--- src/rtl/mem_load_store_unit.sv ---
// rtl/mem_load_store_unit.sv - MEM-stage load/store unit with req/ack data-memory port
module mem_load_store_unit #(
  parameter int unsigned ADDR_W         = 32,
  parameter int unsigned TIMEOUT_CYCLES = 16
) (
  input  logic              Clk,
  input  logic              Reset,
  input  logic [31:0]       ALU_Result_MEM,
  input  logic [31:0]       Write_Data_MEM,
  input  logic              MemRead_MEM,
  input  logic              MemWrite_MEM,
  input  logic [1:0]        Mem_Size_MEM,
  input  logic              Mem_Unsigned_MEM,
  output logic              Dmem_Req,
  output logic              Dmem_We,
  output logic [ADDR_W-1:0] Dmem_Addr,
  output logic [3:0]        Dmem_Be,
  output logic [31:0]       Dmem_Wdata,
  input  logic              Dmem_Ack,
  input  logic [31:0]       Dmem_Rdata,
  output logic              Stall_MEM,
  output logic [31:0]       Read_Data_MEM,
  output logic              Load_Valid_MEM,
  output logic              Misaligned_MEM,
  output logic              Bus_Error_MEM
);

  localparam int unsigned CNT_W = (TIMEOUT_CYCLES > 0) ? $clog2(TIMEOUT_CYCLES + 1) : 1;

  typedef enum logic [1:0] {S_IDLE, S_BUSY, S_DONE} state_e;

  state_e            state_q, state_d;
  logic              req_q, req_d, we_q, we_d;
  logic [ADDR_W-1:0] addr_q, addr_d;
  logic [3:0]        be_q, be_d;
  logic [31:0]       wdata_q, wdata_d, rdata_q, rdata_d;
  logic [1:0]        size_q, size_d, off_q, off_d;
  logic              uns_q, uns_d, load_valid_q, load_valid_d, bus_err_q, bus_err_d;
  logic [CNT_W-1:0]  cnt_q, cnt_d;

  logic              access, misal, timeout_hit;
  logic [3:0]        be_new;
  logic [31:0]       wdata_new, rd_shift, load_ext;

  assign access = MemRead_MEM | MemWrite_MEM;
  assign misal  = ((Mem_Size_MEM == 2'b01) & ALU_Result_MEM[0]) |
                  (Mem_Size_MEM[1] & (ALU_Result_MEM[1:0] != 2'b00));

  always_comb begin
    be_new    = 4'b1111;
    wdata_new = Write_Data_MEM;
    case (Mem_Size_MEM)
      2'b00: begin
        be_new    = 4'b0001 << ALU_Result_MEM[1:0];
        wdata_new = {4{Write_Data_MEM[7:0]}};
      end
      2'b01: begin
        be_new    = ALU_Result_MEM[1] ? 4'b1100 : 4'b0011;
        wdata_new = {2{Write_Data_MEM[15:0]}};
      end
      default: ;
    endcase
  end

  // Extraction uses the latched offset/size, since the ack arrives after IDLE.
  assign rd_shift = Dmem_Rdata >> {off_q, 3'b000};

  always_comb begin
    load_ext = Dmem_Rdata;
    case (size_q)
      2'b00:   load_ext = {{24{rd_shift[7] & ~uns_q}}, rd_shift[7:0]};
      2'b01:   load_ext = {{16{rd_shift[15] & ~uns_q}}, rd_shift[15:0]};
      default: ;
    endcase
  end

  assign timeout_hit = (TIMEOUT_CYCLES != 0) && (32'(cnt_q) == TIMEOUT_CYCLES - 1);

  always_comb begin
    state_d      = state_q;
    req_d        = req_q;
    we_d         = we_q;
    addr_d       = addr_q;
    be_d         = be_q;
    wdata_d      = wdata_q;
    rdata_d      = rdata_q;
    size_d       = size_q;
    off_d        = off_q;
    uns_d        = uns_q;
    cnt_d        = cnt_q;
    load_valid_d = 1'b0;
    bus_err_d    = 1'b0;
    case (state_q)
      S_IDLE: begin
        if (access && !misal) begin
          state_d = S_BUSY;
          req_d   = 1'b1;
          we_d    = MemWrite_MEM;
          addr_d  = {ALU_Result_MEM[ADDR_W-1:2], 2'b00};
          be_d    = be_new;
          wdata_d = wdata_new;
          size_d  = Mem_Size_MEM;
          off_d   = ALU_Result_MEM[1:0];
          uns_d   = Mem_Unsigned_MEM;
          cnt_d   = '0;
        end
      end
      S_BUSY: begin
        cnt_d = cnt_q + 1'b1;
        // An ack in the same cycle as the timeout still completes the access.
        if (Dmem_Ack) begin
          req_d   = 1'b0;
          state_d = S_DONE;
          if (!we_q) begin
            rdata_d      = load_ext;
            load_valid_d = 1'b1;
          end
        end else if (timeout_hit) begin
          req_d     = 1'b0;
          bus_err_d = 1'b1;
          state_d   = S_DONE;
        end
      end
      S_DONE:  state_d = S_IDLE;
      default: state_d = S_IDLE;
    endcase
  end

  always_ff @(posedge Clk) begin
    if (Reset) begin
      state_q      <= S_IDLE;
      req_q        <= 1'b0;
      we_q         <= 1'b0;
      addr_q       <= '0;
      be_q         <= 4'b0000;
      wdata_q      <= 32'h0;
      rdata_q      <= 32'h0;
      size_q       <= 2'b00;
      off_q        <= 2'b00;
      uns_q        <= 1'b0;
      cnt_q        <= '0;
      load_valid_q <= 1'b0;
      bus_err_q    <= 1'b0;
    end else begin
      state_q      <= state_d;
      req_q        <= req_d;
      we_q         <= we_d;
      addr_q       <= addr_d;
      be_q         <= be_d;
      wdata_q      <= wdata_d;
      rdata_q      <= rdata_d;
      size_q       <= size_d;
      off_q        <= off_d;
      uns_q        <= uns_d;
      cnt_q        <= cnt_d;
      load_valid_q <= load_valid_d;
      bus_err_q    <= bus_err_d;
    end
  end

  assign Dmem_Req       = req_q;
  assign Dmem_We        = we_q;
  assign Dmem_Addr      = addr_q;
  assign Dmem_Be        = be_q;
  assign Dmem_Wdata     = wdata_q;
  assign Read_Data_MEM  = rdata_q;
  assign Load_Valid_MEM = load_valid_q;
  assign Bus_Error_MEM  = bus_err_q;
  assign Stall_MEM      = ((state_q == S_IDLE) && access && !misal) || (state_q == S_BUSY);
  assign Misaligned_MEM = (state_q == S_IDLE) && access && misal;

endmodule

--- config.mk ---
export PLATFORM = sky130hd
export DESIGN_NAME = mem_load_store_unit
export DESIGN_NICKNAME = d
export VERILOG_FILES = /design/src/rtl/mem_load_store_unit.sv
export SDC_FILE = /design/constraint.sdc
export NUM_CORES = 1
export LEC_CHECK = 0
export CAP_MARGIN = 20
export CORE_UTILIZATION = 45
export CTS_BUF_LIST = sky130_fd_sc_hd__clkbuf_4 sky130_fd_sc_hd__clkbuf_8
export CTS_CLUSTER_DIAMETER = 40
export DETAILED_ROUTE_END_ITERATION = 16
export PLACE_DENSITY = 0.94
export SYNTH_ARGS = -nofsm -noshare
export SYNTH_HDL_FRONTEND = slang
export SYNTH_SLANG_ARGS = --single-unit
--- constraint.sdc ---
create_clock -name Clk -period 1.7 [get_ports Clk]
set_input_delay 0.17 -clock Clk [delete_from_list [all_inputs] [get_ports Clk]]
set_output_delay 0.17 -clock Clk [all_outputs]
set_load 0.05 [all_outputs]
==> results.md <==
- RD Place Congestion: 0.884
- Antenna-violating nets left: 0
- Vias: 5363
- Crit Path Class: in -> out
- Post-layout net count: 918
- Register area share after synthesis: 0.440
- Maximum level of the CTS H-tree: 4
- Most common cell after layout, fill and taps aside: sky130_fd_sc_hd__nand2_1
- Iter 0 DRT Violations: 405
- Syn Inst Count: between 600 and 700
- Fraction of the mapped netlist area in compound gates: 0.252
- Starting density of the core: 0.470
- Synth Area in XOR/XNOR: 0
- Leading cell types in the layout, fill and taps excluded: 126 x sky130_fd_sc_hd__nand2_1, 112 x sky130_fd_sc_hd__dfxtp_1, 102 x sky130_fd_sc_hd__clkdlybuf4s50_1
- Slowest stage delay, CP: 460 ps
- Total of flip-flops plus latches after synthesis: about 110
- Adder-cell share of the synthesized area: 0.00483
- Average vias per placed instance: 5.56
- Type of element launching the critical path: primary input
- Cell count of the worst hold path: 2
- Final Slew Violations: 0
- Fmax: 0.612 GHz
- Capturing element type of the critical path: primary output
- Die span in y: 109 microns
- Overall die area: about 0.012 sq mm
- Static Leakage: 3.26 nW
- Clock transition at the registers of the reported paths: 80 ps
- Cells traversed along the worst timing path: clkdlybuf4s50_1 -> o21ai_2 -> o2111ai_4 -> nand2_2 -> buf_12
- Global-route wire length before repair: about 25 mm
- Post-route DRC: 0
- RSZ-0062 raised after global routing: false
- Global routing usage on met3: 0.0984
- Slowest stage cell on the critical path: sky130_fd_sc_hd__clkdlybuf4s50_1
- Mean instance size in the synthesized netlist: 8.54 sq um
- Hold-fix buffers at CTS: 0
- Number of diodes: 0
- Number of setup violations in the final report: 0
- Final worst-path cycle share: 0.962
- Worst clock skew: 11.2 ps
- Detailed placer's ending HPWL: around 12 mm
- Final cell count without fillers: 965
- CP arrival: between 1000 and 1500 ps
- Combinational family with the most area after synthesis: compound AO/OA/AOI/OAI gates
- Cell area after synthesis: 0.00518 sq mm
- Maximum Capacitance Violations: 0
- Number of placed I/O pins: 210
- Buffer cell driving the clock tree root: sky130_fd_sc_hd__clkbuf_8
- Fraction of registers with async set or reset after synthesis: 0
- Worst hold slack across all endpoints: 112 ps
- Outcome: complete, no violations
- Power dissipated by switching net loads: 2.71 mW
- Setup WS pre-CTS: -169 ps
- Total congestion overflow after global routing: 0
- P_int: 4.81 mW
- Site row count: 38
- Slew HR: 0.646
- Placed insts: 932
- Pin slew with the least headroom to its limit: 533 ps
- Path category of the worst min-delay check: in -> reg
- Clock power frac: 0.330
- Overall track demand over capacity in global routing: 0.278
- Peak supply drop: approximately 0.56 mV
- Proportion of power drawn by flip-flops and latches: 0.393
- Most Crowded Layer GR: met2
- Met1 Track Usage GR: 0.307
- Clock Tree Buf Depth: 2
- Instance area at placement: approximately 0.0075 sq mm
- TritonCTS sink count: 114
- Post-synth EDFFs: 0
- Clock latency reported for the late side of the worst-skew pair: 440 ps
- Critical path peak fanout: 4
- Share of the core filled with cells: 0.705
- Data required time at the worst endpoint: 1530 ps
- Pwr dens: 968 mW/mm^2
- Cell depth of the worst flop-to-flop path: 5
- Number of buffers created by CTS: 17
- CTS tree: built
- Horizontal die dimension: 109 microns
- Multiplexer fraction of the synthesized cell area: 0.0664
- Met2 GRT Util: 0.477
- Initial antenna violation count: 0
- Wire per inst: 17.0 microns
- Maximum number of pins on one net before global-route repair: 42
- Simple-gate portion of the synthesized area: 0.175
- Total of warnings raised by yosys: 0
- Most frequently used flop master after synthesis: sky130_fd_sc_hd__dfxtp_1
- Number of library cell types mapped by synthesis: 40
- Portion of total power attributed to combinational logic: 0.276
- Setup slack after layout: 65.3 ps
- Routed wire length: 16.5 mm
- Core Region: around 0.011 sq mm
- Quantity of I/O buffers inserted on ports: 207
- Total count of hold-check failures in the final report: 0
- TritonRoute pass-1 iters: 5
- Finished Cell Area: 0.00777 sq mm
- Shortest clock period the worst path allows after layout: 1630 ps
- Via count of the first global-routing pass: 5175
- Share of post-route cells with drive strength above 1: 0.158
- Synthesis-to-layout area growth: 50.0%
- Net switching fraction of the power: 0.360
-- worst paths after layout --
kind,from,endpoint,slack (ps)
setup / recovery,ALU_Result_MEM[1],Stall_MEM,70
hold / removal,Reset,cnt_q[0]$_SDFFE_PP0P_,110
setup reg to reg,off_q[0]$_SDFFE_PP0P_,Read_Data_MEM[6]$_SDFFE_PP0P_,80
hold reg to reg,Read_Data_MEM[3]$_SDFFE_PP0P_,Read_Data_MEM[3]$_SDFFE_PP0P_,450
-- cells by family after synthesis --
logic type	count (synthesis)
AND/OR/NAND/NOR	209
adder cells (fa/ha/maj)	2
buffers and inverters	60
AO/OA/AOI/OAI	187
multiplexers	34
other	1
flip-flops	114
-- registers in the layout, indices dropped and copies added (netlist names), 2 cells and up --
name / cells
Dmem_Be: 4
cnt_q: 5
Read_Data_MEM: 32
size_q: 2
state_q: 2
Dmem_Wdata: 32
Dmem_Addr: 30
off_q: 2
-- routing by layer --
metal  vias to the layer above  routed length, microns
li1                       2549                       -
met1                      2492                    6200
met2                       280                    7960
met3                        42                    1770
met4                         0                     513
met5                         -                       0
-- through the flow --
stage,setup TNS (ps),power (mW)
final,0,7.52
after global routing,0,7.82
after CTS,0,7.55
after detailed placement,-6740,5.15
after global placement,-738,5.11
after floorplan,0,4.29
-- synthesized netlist by cell type, drive strengths merged (4+ instances only) --
cell type  count  area share
nor2          41       0.030
buf           30       0.039
nand3b         8       0.012
nand3          4      0.0039
a311oi        12       0.031
dfxtp        114        0.44
a21oi         84       0.081
nand2b         4      0.0048
clkbuf        25       0.018
and3          17       0.021
o211ai        22       0.032
a2bb2oi        7       0.012
o21ai         31       0.038
a211oi        18       0.032
nand2        127       0.092
mux2i         34       0.066
o221ai         7       0.012
-- power by group through the flow --
stage / clock (mW) / combinational (mW) / sequential, mW
after floorplan: 0 / 0.712 / 3.58
after global placement: 0 / 2.10 / 3.01
after detailed placement: 0 / 2.13 / 3.02
after CTS: 2.52 / 2.07 / 2.96
after global routing: 2.65 / 2.19 / 2.98
final: 2.49 / 2.08 / 2.96
-- area by class of cell --
type | instances | area [sq um]
well taps | 140 | 175
inverters | 5 | 18.8
fillers | 890 | 3260
flip-flops and latches | 114 | 2280
repair buffers | 240 | 2290
clock buffers | 17 | 234
clock inverters | 15 | 150
multi-input cells | 434 | 2620
-- worst max-delay path, delay by kind of cell --
| family | cells | cell delay [ps] |
|---|---|---|
| simple gates | 1 | 160 |
| buf+inv | 2 | 600 |
| compound gates | 2 | 530 |
-- what timing repair did --
item	CTS	global route
gates resized for setup	82	5
pin swaps	1	1
setup buffers	0	1
endpoints found under the setup margin	80	14
cloned	0	0
(Power assumes the default switching activity.)
